--- config.mk ---
export PLATFORM = sky130hd
export DESIGN_NAME = sub_64bit_pipe
export DESIGN_NICKNAME = d
export VERILOG_FILES = /design/src/rtl/sub64_pkg.sv /design/src/rtl/full_adder.sv /design/src/rtl/sub_slice.sv /design/src/rtl/sub_64bit_pipe.sv
export SDC_FILE = /design/constraint.sdc
export NUM_CORES = 1
export LEC_CHECK = 0
export ABC_CLOCK_PERIOD_IN_PS = 13250
export CAP_MARGIN = 20
export CORE_AREA = 2 2 290 178
export CTS_BUF_LIST = sky130_fd_sc_hd__clkbuf_8 sky130_fd_sc_hd__clkbuf_16
export CTS_CLUSTER_SIZE = 20
export DETAILED_ROUTE_END_ITERATION = 7
export DIE_AREA = 0 0 292 180
export PLACE_DENSITY = 0.67
export SLEW_MARGIN = 20
export SYNTH_ARGS = -nofsm -noshare
export SYNTH_HDL_FRONTEND = slang
export SYNTH_SLANG_ARGS = --single-unit
--- constraint.sdc ---
create_clock -name clk -period 13.25 [get_ports clk]
set_clock_uncertainty 0.15 [all_clocks]
set_input_delay 2.65 -clock clk [delete_from_list [all_inputs] [get_ports clk]]
set_output_delay 2.65 -clock clk [all_outputs]
set_load 0.02 [all_outputs]
--- src/rtl/sub64_pkg.sv ---
// ----------------------------------------------------------------------------
// sub64_pkg
// Shared constants, the per-stage pipeline record and the signed-overflow
// helper for the pipelined 64-bit subtractor (sub_64bit_pipe).
//   DEF_WIDTH / DEF_STAGES : default operand width and pipeline depth
//   SLICE                  : bits resolved per stage
//   STAGES_DIVIDE_OK       : 1 when the depth splits the width evenly
//   stage_t                : one stage register (valid, carry, op, partial
//                            result, operand slices not yet consumed)
// ----------------------------------------------------------------------------
package sub64_pkg;

    localparam int DEF_WIDTH  = 64;
    localparam int DEF_STAGES = 4;
    localparam int SLICE      = DEF_WIDTH / DEF_STAGES;

    // Checked by the top level at elaboration.
    localparam bit STAGES_DIVIDE_OK = ((DEF_WIDTH % DEF_STAGES) == 0);

    // Operands are shifted down by SLICE every stage, so the slice a stage
    // works on is always bits [SLICE-1:0]. Result slices are shifted in
    // from the top, so after the last stage res holds the full difference.
    typedef struct packed {
        logic                 valid;
        logic                 carry;
        logic                 op;
        logic [DEF_WIDTH-1:0] res;
        logic [DEF_WIDTH-1:0] a_rem;
        logic [DEF_WIDTH-1:0] b_rem;
    } stage_t;

    // Signed overflow of a +/- b: the effective second operand has the same
    // sign as a, and the result sign differs from a.
    function automatic logic calc_ovf(
        input logic a_msb,
        input logic b_msb,
        input logic d_msb,
        input logic add_op
    );
        logic b_eff;
        b_eff = add_op ? b_msb : ~b_msb;
        return (a_msb == b_eff) && (d_msb != a_msb);
    endfunction

endpackage

--- src/rtl/full_adder.sv ---
// ----------------------------------------------------------------------------
// full_adder
// One-bit full adder cell used to build the ripple slices.
//   a, b, cin : addend bits and carry in
//   sum, cout : sum bit and carry out
// ----------------------------------------------------------------------------
module full_adder (
    input  logic a,
    input  logic b,
    input  logic cin,
    output logic sum,
    output logic cout
);

    assign sum  = a ^ b ^ cin;
    assign cout = (a & b) | (cin & (a ^ b));

endmodule

--- src/rtl/sub_slice.sv ---
// ----------------------------------------------------------------------------
// sub_slice
// Combinational SLICE_W-bit ripple of full_adder cells computing
// a + (mode ? b : ~b) + cin. One instance per pipeline stage.
//   a, b  : operand slices
//   cin   : carry into bit 0
//   mode  : 1 = add (b as is), 0 = subtract (b inverted)
//   sum   : result slice
//   cout  : carry out of the top bit
// ----------------------------------------------------------------------------
module sub_slice
    import sub64_pkg::*;
#(
    parameter int SLICE_W = SLICE
) (
    input  logic [SLICE_W-1:0] a,
    input  logic [SLICE_W-1:0] b,
    input  logic               cin,
    input  logic               mode,
    output logic [SLICE_W-1:0] sum,
    output logic               cout
);

    logic [SLICE_W-1:0] b_eff_s;

    assign b_eff_s = mode ? b : ~b;

    // Each bit keeps its own carry nets so the chain is a set of distinct
    // signals rather than one vector feeding back on itself.
    for (genvar i = 0; i < SLICE_W; i++) begin : g_bit
        logic ci_s;
        logic co_s;

        if (i == 0) begin : g_first
            assign ci_s = cin;
        end else begin : g_rest
            assign ci_s = g_bit[i-1].co_s;
        end

        full_adder u_fa (
            .a    (a[i]),
            .b    (b_eff_s[i]),
            .cin  (ci_s),
            .sum  (sum[i]),
            .cout (co_s)
        );
    end

    assign cout = g_bit[SLICE_W-1].co_s;

endmodule

--- src/rtl/sub_64bit_pipe.sv ---
// ----------------------------------------------------------------------------
// sub_64bit_pipe
// Pipelined WIDTH-bit subtractor d = a - b - bin, computed as a + ~b + ~bin
// over STAGES registered ripple slices, with valid/ready on both sides and
// one operation per cycle throughput. Results appear STAGES edges after
// acceptance, in acceptance order.
//   clk, rst_n           : clock, asynchronous active-low reset
//   in_valid / in_ready  : operand handshake (in_ready combinational)
//   a, b, bin            : minuend, subtrahend, borrow in
//   op                   : 1 = a + b + bin (only with SUB64_ADD_MODE_EN)
//   out_valid / out_ready: result handshake
//   d, bout, ovf         : difference, borrow out, signed overflow
// Optional feature macro: SUB64_ADD_MODE_EN adds the op port (add mode).
// ----------------------------------------------------------------------------
module sub_64bit_pipe
    import sub64_pkg::*;
#(
    parameter int WIDTH  = DEF_WIDTH,
    parameter int STAGES = DEF_STAGES
) (
    input  logic             clk,
    input  logic             rst_n,
    input  logic             in_valid,
    output logic             in_ready,
    input  logic [WIDTH-1:0] a,
    input  logic [WIDTH-1:0] b,
    input  logic             bin,
`ifdef SUB64_ADD_MODE_EN
    input  logic             op,
`endif
    output logic             out_valid,
    input  logic             out_ready,
    output logic [WIDTH-1:0] d,
    output logic             bout,
    output logic             ovf
);

    localparam int LAST = STAGES - 1;

    if (!STAGES_DIVIDE_OK || (WIDTH != DEF_WIDTH) || (STAGES != DEF_STAGES)) begin : g_bad_cfg
        $error("sub_64bit_pipe: WIDTH/STAGES must match sub64_pkg and divide evenly");
    end

    stage_t             st_r     [STAGES];
    stage_t             nxt_s    [STAGES];
    stage_t             in_stage_s;
    logic [SLICE-1:0]   sum_s    [STAGES];
    logic               cout_s   [STAGES];
    logic [STAGES-1:0]  accept_s;
    logic               out_accept_s;
    logic               op_s;

    logic               out_valid_r;
    logic [WIDTH-1:0]   d_r;
    logic               bout_r;
    logic               ovf_r;

`ifdef SUB64_ADD_MODE_EN
    assign op_s = op;
`else
    assign op_s = 1'b0;
`endif

    // One ripple slice per stage, always on the lowest remaining slice.
    for (genvar k = 0; k < STAGES; k++) begin : g_stage
        sub_slice #(.SLICE_W(SLICE)) u_slice (
            .a    (st_r[k].a_rem[SLICE-1:0]),
            .b    (st_r[k].b_rem[SLICE-1:0]),
            .cin  (st_r[k].carry),
            .mode (st_r[k].op),
            .sum  (sum_s[k]),
            .cout (cout_s[k])
        );
    end

    // Build the record each stage hands to the next one.
    always_comb begin
        for (int k = 0; k < STAGES; k++) begin
            nxt_s[k]       = st_r[k];
            nxt_s[k].carry = cout_s[k];
            nxt_s[k].res   = {sum_s[k], st_r[k].res[DEF_WIDTH-1:SLICE]};
            nxt_s[k].a_rem = st_r[k].a_rem >> SLICE;
            nxt_s[k].b_rem = st_r[k].b_rem >> SLICE;
        end
    end

    // Capture a new operation; subtract injects ~bin, add injects bin.
    always_comb begin
        in_stage_s       = '0;
        in_stage_s.valid = in_valid;
        in_stage_s.op    = op_s;
        in_stage_s.carry = op_s ? bin : ~bin;
        in_stage_s.a_rem = a;
        in_stage_s.b_rem = b;
    end

    // Walk from the output back: a stage may load when it is empty or its
    // own contents are moving on, which reduces to ~valid | downstream_ok.
    always_comb begin
        logic down_ok_s;
        down_ok_s = ~out_valid_r | out_ready;
        accept_s  = '0;
        for (int k = STAGES - 1; k >= 0; k--) begin
            accept_s[k] = ~st_r[k].valid | down_ok_s;
            down_ok_s   = accept_s[k];
        end
    end

    assign out_accept_s = ~out_valid_r | out_ready;
    assign in_ready     = rst_n & accept_s[0];

    // Stage registers: load from the previous stage (or the inputs) when allowed.
    always_ff @(posedge clk or negedge rst_n) begin
        if (!rst_n) begin
            for (int k = 0; k < STAGES; k++) begin
                st_r[k] <= '0;
            end
        end else begin
            if (accept_s[0]) begin
                st_r[0] <= in_stage_s;
            end
            for (int k = 1; k < STAGES; k++) begin
                if (accept_s[k]) begin
                    st_r[k] <= nxt_s[k-1];
                end
            end
        end
    end

    // Output register: finishes the last slice; holds while stalled.
    always_ff @(posedge clk or negedge rst_n) begin
        if (!rst_n) begin
            out_valid_r <= 1'b0;
            d_r         <= '0;
            bout_r      <= 1'b0;
            ovf_r       <= 1'b0;
        end else if (out_accept_s) begin
            out_valid_r <= st_r[LAST].valid;
            if (st_r[LAST].valid) begin
                d_r    <= {sum_s[LAST], st_r[LAST].res[DEF_WIDTH-1:SLICE]};
                bout_r <= st_r[LAST].op ? cout_s[LAST] : ~cout_s[LAST];
                ovf_r  <= calc_ovf(st_r[LAST].a_rem[SLICE-1],
                                   st_r[LAST].b_rem[SLICE-1],
                                   sum_s[LAST][SLICE-1],
                                   st_r[LAST].op);
            end
        end
    end

    assign out_valid = out_valid_r;
    assign d         = d_r;
    assign bout      = bout_r;
    assign ovf       = ovf_r;

endmodule

==> results.py, run 1 <==
metrics = {
    "route": {
        "antenna_left": 0,
        "drt_iter0_markers": 493,
        "wl_mm": 36.7,
        "drtPass1Iterations": 4,
        "num_vias": 10300,
        "vias_per_cell": 4.73,
        "post-route-drc-count": 0,
        "avgRoutedWirePerCell_um": 16.8,
    },
    "clock_network": {
        "cts_sinks": 491,
        "cts_buffers": 47,
        "tritoncts": "yes",
        "ctsHtreeMaxLevel": 2,
        "hold_buffers": 0,
        "cts.path.max_buffers": 3,
        "root_buffer": "clkbuf_16",
        "path_clk_slew_ns": 0.06,
        "cts_setup_buffers": 0,
        "clk_latency_ns": 0.55,
        "cts.repair.resized": 0,
    },
    "sta": {
        "hold_viol": 0,
        "setup_viol": 0,
        "post-route-period-util_pct": 62.5,
        "final.setup.tns_ns": 0,
        "final_max_slew_viol_count": 0,
        "rsz0062_at_grt": "no",
        "max_freq_ghz": 0.121,
        "slew_headroom_pct": 35.6,
        "tightest_slew_ns": 0.966,
        "period_needed_ns": 8.28,
    },
    "die": {
        "fp.coreArea_um2": 50000,
        "start_util_pct": 39.5,
        "die_w_um": 292,
        "die_y_um": 180,
        "dieArea_um2": 52600,
        "rows": 64,
        "ios": 201,
    },
    "global_route": {
        "grt_max_degree": 175,
        "antenna_found_initial": 3,
        "grt-ovfl-total": 0,
        "grt_usage_pct": 14.5,
        "grt_pass1_vias": 11200,
        "grt_pass1_wl_mm": 61.3,
    },
    "place": {
        "gp_congestion": 0.734,
        "place_hpwl_mm": 23.1,
        "port_buffers": 200,
        "placed_area_um2": 22300,
    },
    "worst_setup_path": {
        "worstSetupEndpointType": "flip-flop",
        "start_kind": "flip-flop",
        "worstPathArrival_ns": 8.57,
        "rrSetupSlack_ns": 4.97,
        "ff2ff_path_depth": 21,
        "critPathKind": "flip-flop to flip-flop",
        "crit_path_max_fanout": 2,
        "reg2reg_to": "nxt_s[370]",
        "reg2reg_from": "st_r[454]",
        "worst_ep_required_time_ns": 13.53,
    },
    "layout": {
        "fill_cells": 4239,
        "seqCellArea_um2": 12300,
        "post-route-cell-area_um2": 23900,
        "final_cell_mix": "491 x dfrtp_1, 307 x mux2_2, 199 x clkdlybuf4s50_1",
        "layout_commonest_cell": "dfrtp_1",
        "syn2layout_area_growth_pct": 20.8,
        "multi_input_area_um2": 6730,
        "fin_nets": 1684,
        "drive_above_1_share_pct": 26.0,
    },
    "synth": {
        "syn-mean-instance-area_um2": 15.3,
        "synthTopCellsByArea": "dfrtp_1 62%, mux2_2 18%, fa_1 6.5%, mux2_1 5.0%, inv_1 2.0%",
        "synth_top_area_share_pct": 62.2,
        "synth_nets": 1485,
        "yosysTopAreaCell": "dfrtp_1",
        "ys_ff_latch": 491,
        "ys_seq_area_share_pct": 62.2,
        "netlist_area_um2": 19800,
        "yosys_warnings": 0,
        "ys_types": 27,
        "synthCells": 1287,
    },
    "power_and_ir_drop": {
        "leakagePower_nw": 10.3,
        "pwr_density_cell_nw_per_um2": 195,
        "max-vdd-ir-drop_uv": 100,
    },
    "min_path": {
        "holdPathStages": 1,
        "holdPathEnd": "nxt_s[584]",
        "hp-class": "flip-flop to flip-flop",
        "hold_path.startpoint": "nxt_s[779]",
    },
    "run": {
        "cap_violations": 0,
    },
    "status": {
        "run_status": "finished clean",
    },
}
-- layer usage --
| layer | up-vias | wire [µm] | share of wire, % | global-route usage (%) |
|---|---|---|---|---|
| li1 | 4720 | - | - | - |
| met1 | 5409 | 17200 | 47 | 20.3 |
| met2 | 131 | 17300 | 47 | 23.2 |
| met3 | 60 | 1520 | 4.1 | 3.14 |
| met4 | 2 | 585 | 1.6 | 2.91 |
| met5 | - | 13 | 0.035 | 0 |
-- flip-flops by register name (all words and copies together), names as in the netlist --
signal / count
nxt_s: 292
out_valid: 1
d: 64
ovf: 1
bout: 1
st_r: 132
-- report_power, final --
| part | internal [mW] | total (mW) | switching, mW |
|---|---|---|---|
| logic | 0.646 | 1.21 | 0.560 |
| registers | 1.92 | 2.15 | 0.227 |
| clock network | 0.757 | 1.31 | 0.552 |
| total | 3.32 | 4.66 | 1.34 |
-- per-stage QoR --
step | util, % | instances | hold slack [ns] | worst slack (ns) | power [mW]
after floorplan | - | 1287 | 0.289 | 5.37 | 2.89
after global placement | 44.6 | 2097 | 0.302 | 5.02 | 3.35
after detailed placement | 44.6 | 2097 | 0.307 | 4.94 | 3.41
after CTS | 47.6 | 2179 | 0.323 | 4.88 | 4.75
after global routing | 47.7 | 2179 | 0.340 | 4.63 | 4.97
final | 47.7 | 2181 | 0.322 | 4.97 | 4.66
-- logic make-up (layout without fill, tap and decap cells) --
family / Yosys count / after routing / synth area share, %
AO/OA/AOI/OAI: 69 / 69 / 1.77
adder cells (fa/ha/maj): 65 / 65 / 6.55
multiplexers: 420 / 420 / 23.8
AND/OR/NAND/NOR: 78 / 78 / 1.74
other: 0 / 2 / 0
XOR/XNOR: 1 / 1 / 0.0444
buffers and inverters: 163 / 395 / 3.91
flip-flops: 491 / 491 / 62.2
-- worst max path at each step --
stage	start	end	slack, ns	cells after the start
after floorplan	st_r[649]	nxt_s[565]	5.37	21
after global placement	st_r[649]	nxt_s[565]	5.02	21
after detailed placement	st_r[454]	nxt_s[370]	4.94	21
after CTS	st_r[454]	nxt_s[370]	4.88	21
after global routing	st_r[454]	nxt_s[370]	4.63	21
final	st_r[454]	nxt_s[370]	4.97	21
-- cells in the mapped netlist --
| cell | n |
|---|---|
| clkbuf_1 | 8 |
| mux2i_1 | 26 |
| inv_1 | 103 |
| buf_6 | 15 |
| a21oi_1 | 34 |
| buf_2 | 32 |
| buf_4 | 2 |
| or2_2 | 2 |
| nand2b_1 | 4 |
| nand4b_2 | 1 |
| mux2_1 | 87 |
| buf_1 | 3 |
| mux2_2 | 307 |
| nand2_1 | 37 |
| xor2_1 | 1 |
| ha_1 | 1 |
| nand3b_2 | 1 |
| nor2_2 | 1 |
| nor2_1 | 28 |
| o2bb2ai_1 | 1 |
| nor2b_1 | 1 |
| dfrtp_1 | 491 |
| nand3_1 | 1 |
| fa_1 | 64 |
| o21ai_0 | 34 |
| and2_0 | 1 |
| nor2_4 | 1 |
-- worst max-delay path: stages (launching register included) --
cell and delay, ns:
dfrtp_1 0.34, inv_1 0.06, fa_1 0.45, fa_1 0.49, fa_1 0.48, fa_1 0.48, fa_1 0.47, fa_1 0.49
fa_1 0.50, fa_1 0.49, fa_1 0.43, inv_1 0.09, fa_1 0.18, inv_1 0.06, fa_1 0.45, fa_1 0.46
fa_1 0.46, fa_1 0.47, fa_1 0.43, inv_1 0.09, fa_1 0.38, mux2_2 0.27
-- layout make-up --
class,count,area share (%)
diodes,2,0.0210
clock buffers,62,5.89
clock inverters,20,0.477
inverters,103,1.62
multi-input cells,633,28.2
flip-flops and latches,491,51.5
well taps,660,3.46
repair buffers,210,8.84
Power figures use the tool's default switching activity.
==> run 2: changes to the inputs <==
--- a/config.mk
+++ b/config.mk
@@ -5,14 +5,14 @@
 export SDC_FILE = /design/constraint.sdc
 export NUM_CORES = 1
 export LEC_CHECK = 0
-export ABC_CLOCK_PERIOD_IN_PS = 13250
+export ABC_CLOCK_PERIOD_IN_PS = 6600
 export CAP_MARGIN = 20
 export CORE_AREA = 2 2 290 178
 export CTS_BUF_LIST = sky130_fd_sc_hd__clkbuf_8 sky130_fd_sc_hd__clkbuf_16
 export CTS_CLUSTER_SIZE = 20
 export DETAILED_ROUTE_END_ITERATION = 7
 export DIE_AREA = 0 0 292 180
-export PLACE_DENSITY = 0.67
+export PLACE_DENSITY = 0.69
 export SLEW_MARGIN = 20
 export SYNTH_ARGS = -nofsm -noshare
 export SYNTH_HDL_FRONTEND = slang
==> constraint.sdc (replaced) <==
create_clock -name clk -period 6.6 [get_ports clk]
set_clock_uncertainty 0.15 [all_clocks]
set_input_delay 1.32 -clock clk [delete_from_list [all_inputs] [get_ports clk]]
set_output_delay 1.32 -clock clk [all_outputs]
set_load 0.02 [all_outputs]
==> results.py, run 2 (synthesized netlist as in run 1, its figures left out) <==
metrics = {
    "power_and_ir_drop": {
        "power.share.clock_pct": 27.8,
        "max-vdd-ir-drop_uv": 203,
        "p_total_mw": 9.47,
        "pwr_density_cell_nw_per_um2": 394,
        "net-switching-power_mw": 2.77,
        "power.share.switching_pct": 29.3,
        "pwr-share-comb_pct": 26.4,
        "power_frac_seq_pct": 45.8,
        "leakagePower_nw": 10.3,
        "p_int_mw": 6.70,
    },
    "place": {
        "place_hpwl_mm": 24.5,
        "placedCellCount": 2103,
        "port_buffers": 200,
        "gp_congestion": 0.742,
    },
    "layout": {
        "layout_commonest_cell": "dfrtp_1",
        "fill_cells": 4243,
        "drive_above_1_share_pct": 31.0,
        "instances_no_fill": 2192,
        "largest_reg_flops": 292,
        "final_cell_mix": "491 x dfrtp_1, 306 x mux2_2, 199 x clkdlybuf4s50_1",
        "fin_nets": 1692,
        "multi_input_area_um2": 6890,
        "syn2layout_area_growth_pct": 21.8,
        "seqCellArea_um2": 12300,
    },
    "min_path": {
        "hp-class": "flip-flop to flip-flop",
        "hold_path.startpoint": "nxt_s[265]",
    },
    "sta": {
        "setup_slack_ns": -0.203,
        "final_max_slew_viol_count": 0,
        "max_freq_ghz": 0.147,
        "holdWs_ns": 0.325,
        "period_needed_ns": 6.80,
        "tightest_slew_ns": 0.974,
        "slew_headroom_pct": 35.0,
        "rsz0062_at_grt": "yes",
        "setup_viol": 5,
        "post-route-period-util_pct": 103,
        "hold_viol": 0,
        "final.setup.tns_ns": -0.537,
    },
    "worst_setup_path": {
        "reg2reg_from": "st_r[585]",
        "max_stage_delay_ns": 0.40,
        "critPathSlowestCell": "dfrtp_1",
        "critPathKind": "flip-flop to flip-flop",
        "worst_ep_required_time_ns": 6.88,
        "worstSetupEndpointType": "flip-flop",
        "worstPathArrival_ns": 7.08,
        "path_common_cell": "fa_2",
        "crit_path_max_fanout": 2,
        "crit_chain": "fa_2 -> fa_2 -> fa_2 -> fa_2 -> fa_2 -> fa_2 -> fa_2 -> fa_2 -> fa_2 -> inv_2 -> fa_2 -> inv_2 -> fa_2 -> fa_2 -> fa_2 -> fa_2 -> fa_2 -> inv_2 -> fa_1 -> mux2_2",
        "start_kind": "flip-flop",
        "startpoint": "st_r[585]",
    },
    "die": {
        "fp.coreArea_um2": 50000,
        "rows": 64,
        "start_util_pct": 39.5,
        "ios": 201,
        "die_y_um": 180,
        "dieArea_um2": 52600,
        "die_w_um": 292,
    },
    "clock_network": {
        "ctsHtreeMaxLevel": 2,
        "tritoncts": "yes",
        "clk_latency_ns": 0.55,
        "path_clk_slew_ns": 0.06,
        "cts_buffers": 48,
        "hold_buffers": 0,
        "root_buffer": "clkbuf_16",
        "cts.path.max_buffers": 3,
        "cts_sinks": 491,
    },
    "route": {
        "post-route-drc-count": 0,
        "vias_per_cell": 4.71,
        "wl_mm": 36.7,
        "drtPass1Iterations": 4,
        "drt_iter0_markers": 422,
        "avgRoutedWirePerCell_um": 16.7,
        "antenna_left": 0,
        "num_vias": 10300,
    },
    "global_route": {
        "grt_usage_pct": 14.5,
        "grt-ovfl-total": 0,
        "grt_max_degree": 88,
        "grt_pass1_vias": 11500,
        "grt_pass1_wl_mm": 61.4,
        "antenna_found_initial": 7,
    },
    "status": {
        "run_status": "finished, violations left",
        "violations": "negative setup slack",
    },
    "run": {
        "cap_violations": 0,
    },
}
-- run 2: cell count changes in the layout (fill, tap and decap cells not counted), moves of 2 or more --
cell	change
buf_4	+9
inv_1	-11
inv_2	+10
clkbuf_8	-6
clkinv_2	+3
diode_2	+3
buf_12	-2
fa_1	-58
inv_6	+3
fa_2	+58
-- run 2: cell type report --
type	instances	area share (%)
Multi-Input combinational cell	633	28.6
Timing Repair Buffer	217	8.89
Tap cell	660	3.43
Clock buffer	56	5.50
Clock inverter	27	0.786
Antenna cell	5	0.0520
Sequential cell	491	51.1
Inverter	103	1.61
-- run 2: routing by layer --
metal  vias to the layer above  global-route usage [%]  wire, µm
met4                         2                    3.46       752
met2                       168                    24.1     17700
li1                       4724                       -         -
met1                      5365                    19.3     16500
met3                        60                    3.42      1710
met5                         -                       0        16
-- run 2: what timing repair did --
item                       CTS  global route
pin swaps                   18             9
setup endpoints to repair    5             7
buffers inserted             0             1
gates resized for setup     17             1
-- run 2: final timing paths --
kind | end | slack, ns | cells after the start
setup / recovery | nxt_s[565] | -0.20 | 20
hold / removal | st_r[70] | 0.32 | 2
setup reg to reg | nxt_s[565] | -0.20 | 20
hold reg to reg | st_r[70] | 0.32 | 2
max in group asynchronous | st_r[398] | 3.45 | 3
min in group asynchronous | st_r[10] | 0.60 | 1
-- run 2: power groups by stage --
| stage | logic (mW) | registers (mW) | clock network, mW |
|---|---|---|---|
| after global routing | 2.78 | 4.45 | 2.86 |
| after detailed placement | 2.54 | 4.40 | 0 |
| after floorplan | 1.35 | 4.48 | 0 |
| after CTS | 2.57 | 4.35 | 2.71 |
| after global placement | 2.45 | 4.36 | 0 |
| final | 2.50 | 4.34 | 2.63 |
-- run 2: per-stage QoR --
stage / setup slack [ns] / cell area (µm²) / utilization (%)
floorplan: -0.0405 / 19900 / -
global placement: -0.221 / 22500 / 44.9
detailed placement: -0.371 / 22500 / 44.9
CTS: -0.271 / 24000 / 48.0
global route: -0.391 / 24000 / 48.0
finish: -0.203 / 24000 / 48.0
-- run 2: critical path: cells and delay by family, from the launching register on --
family | cells | cell delay (ns)
adders and majority gates | 16 | 5.67
buffers and inverters | 3 | 0.19
DFF | 1 | 0.40
muxes | 1 | 0.27
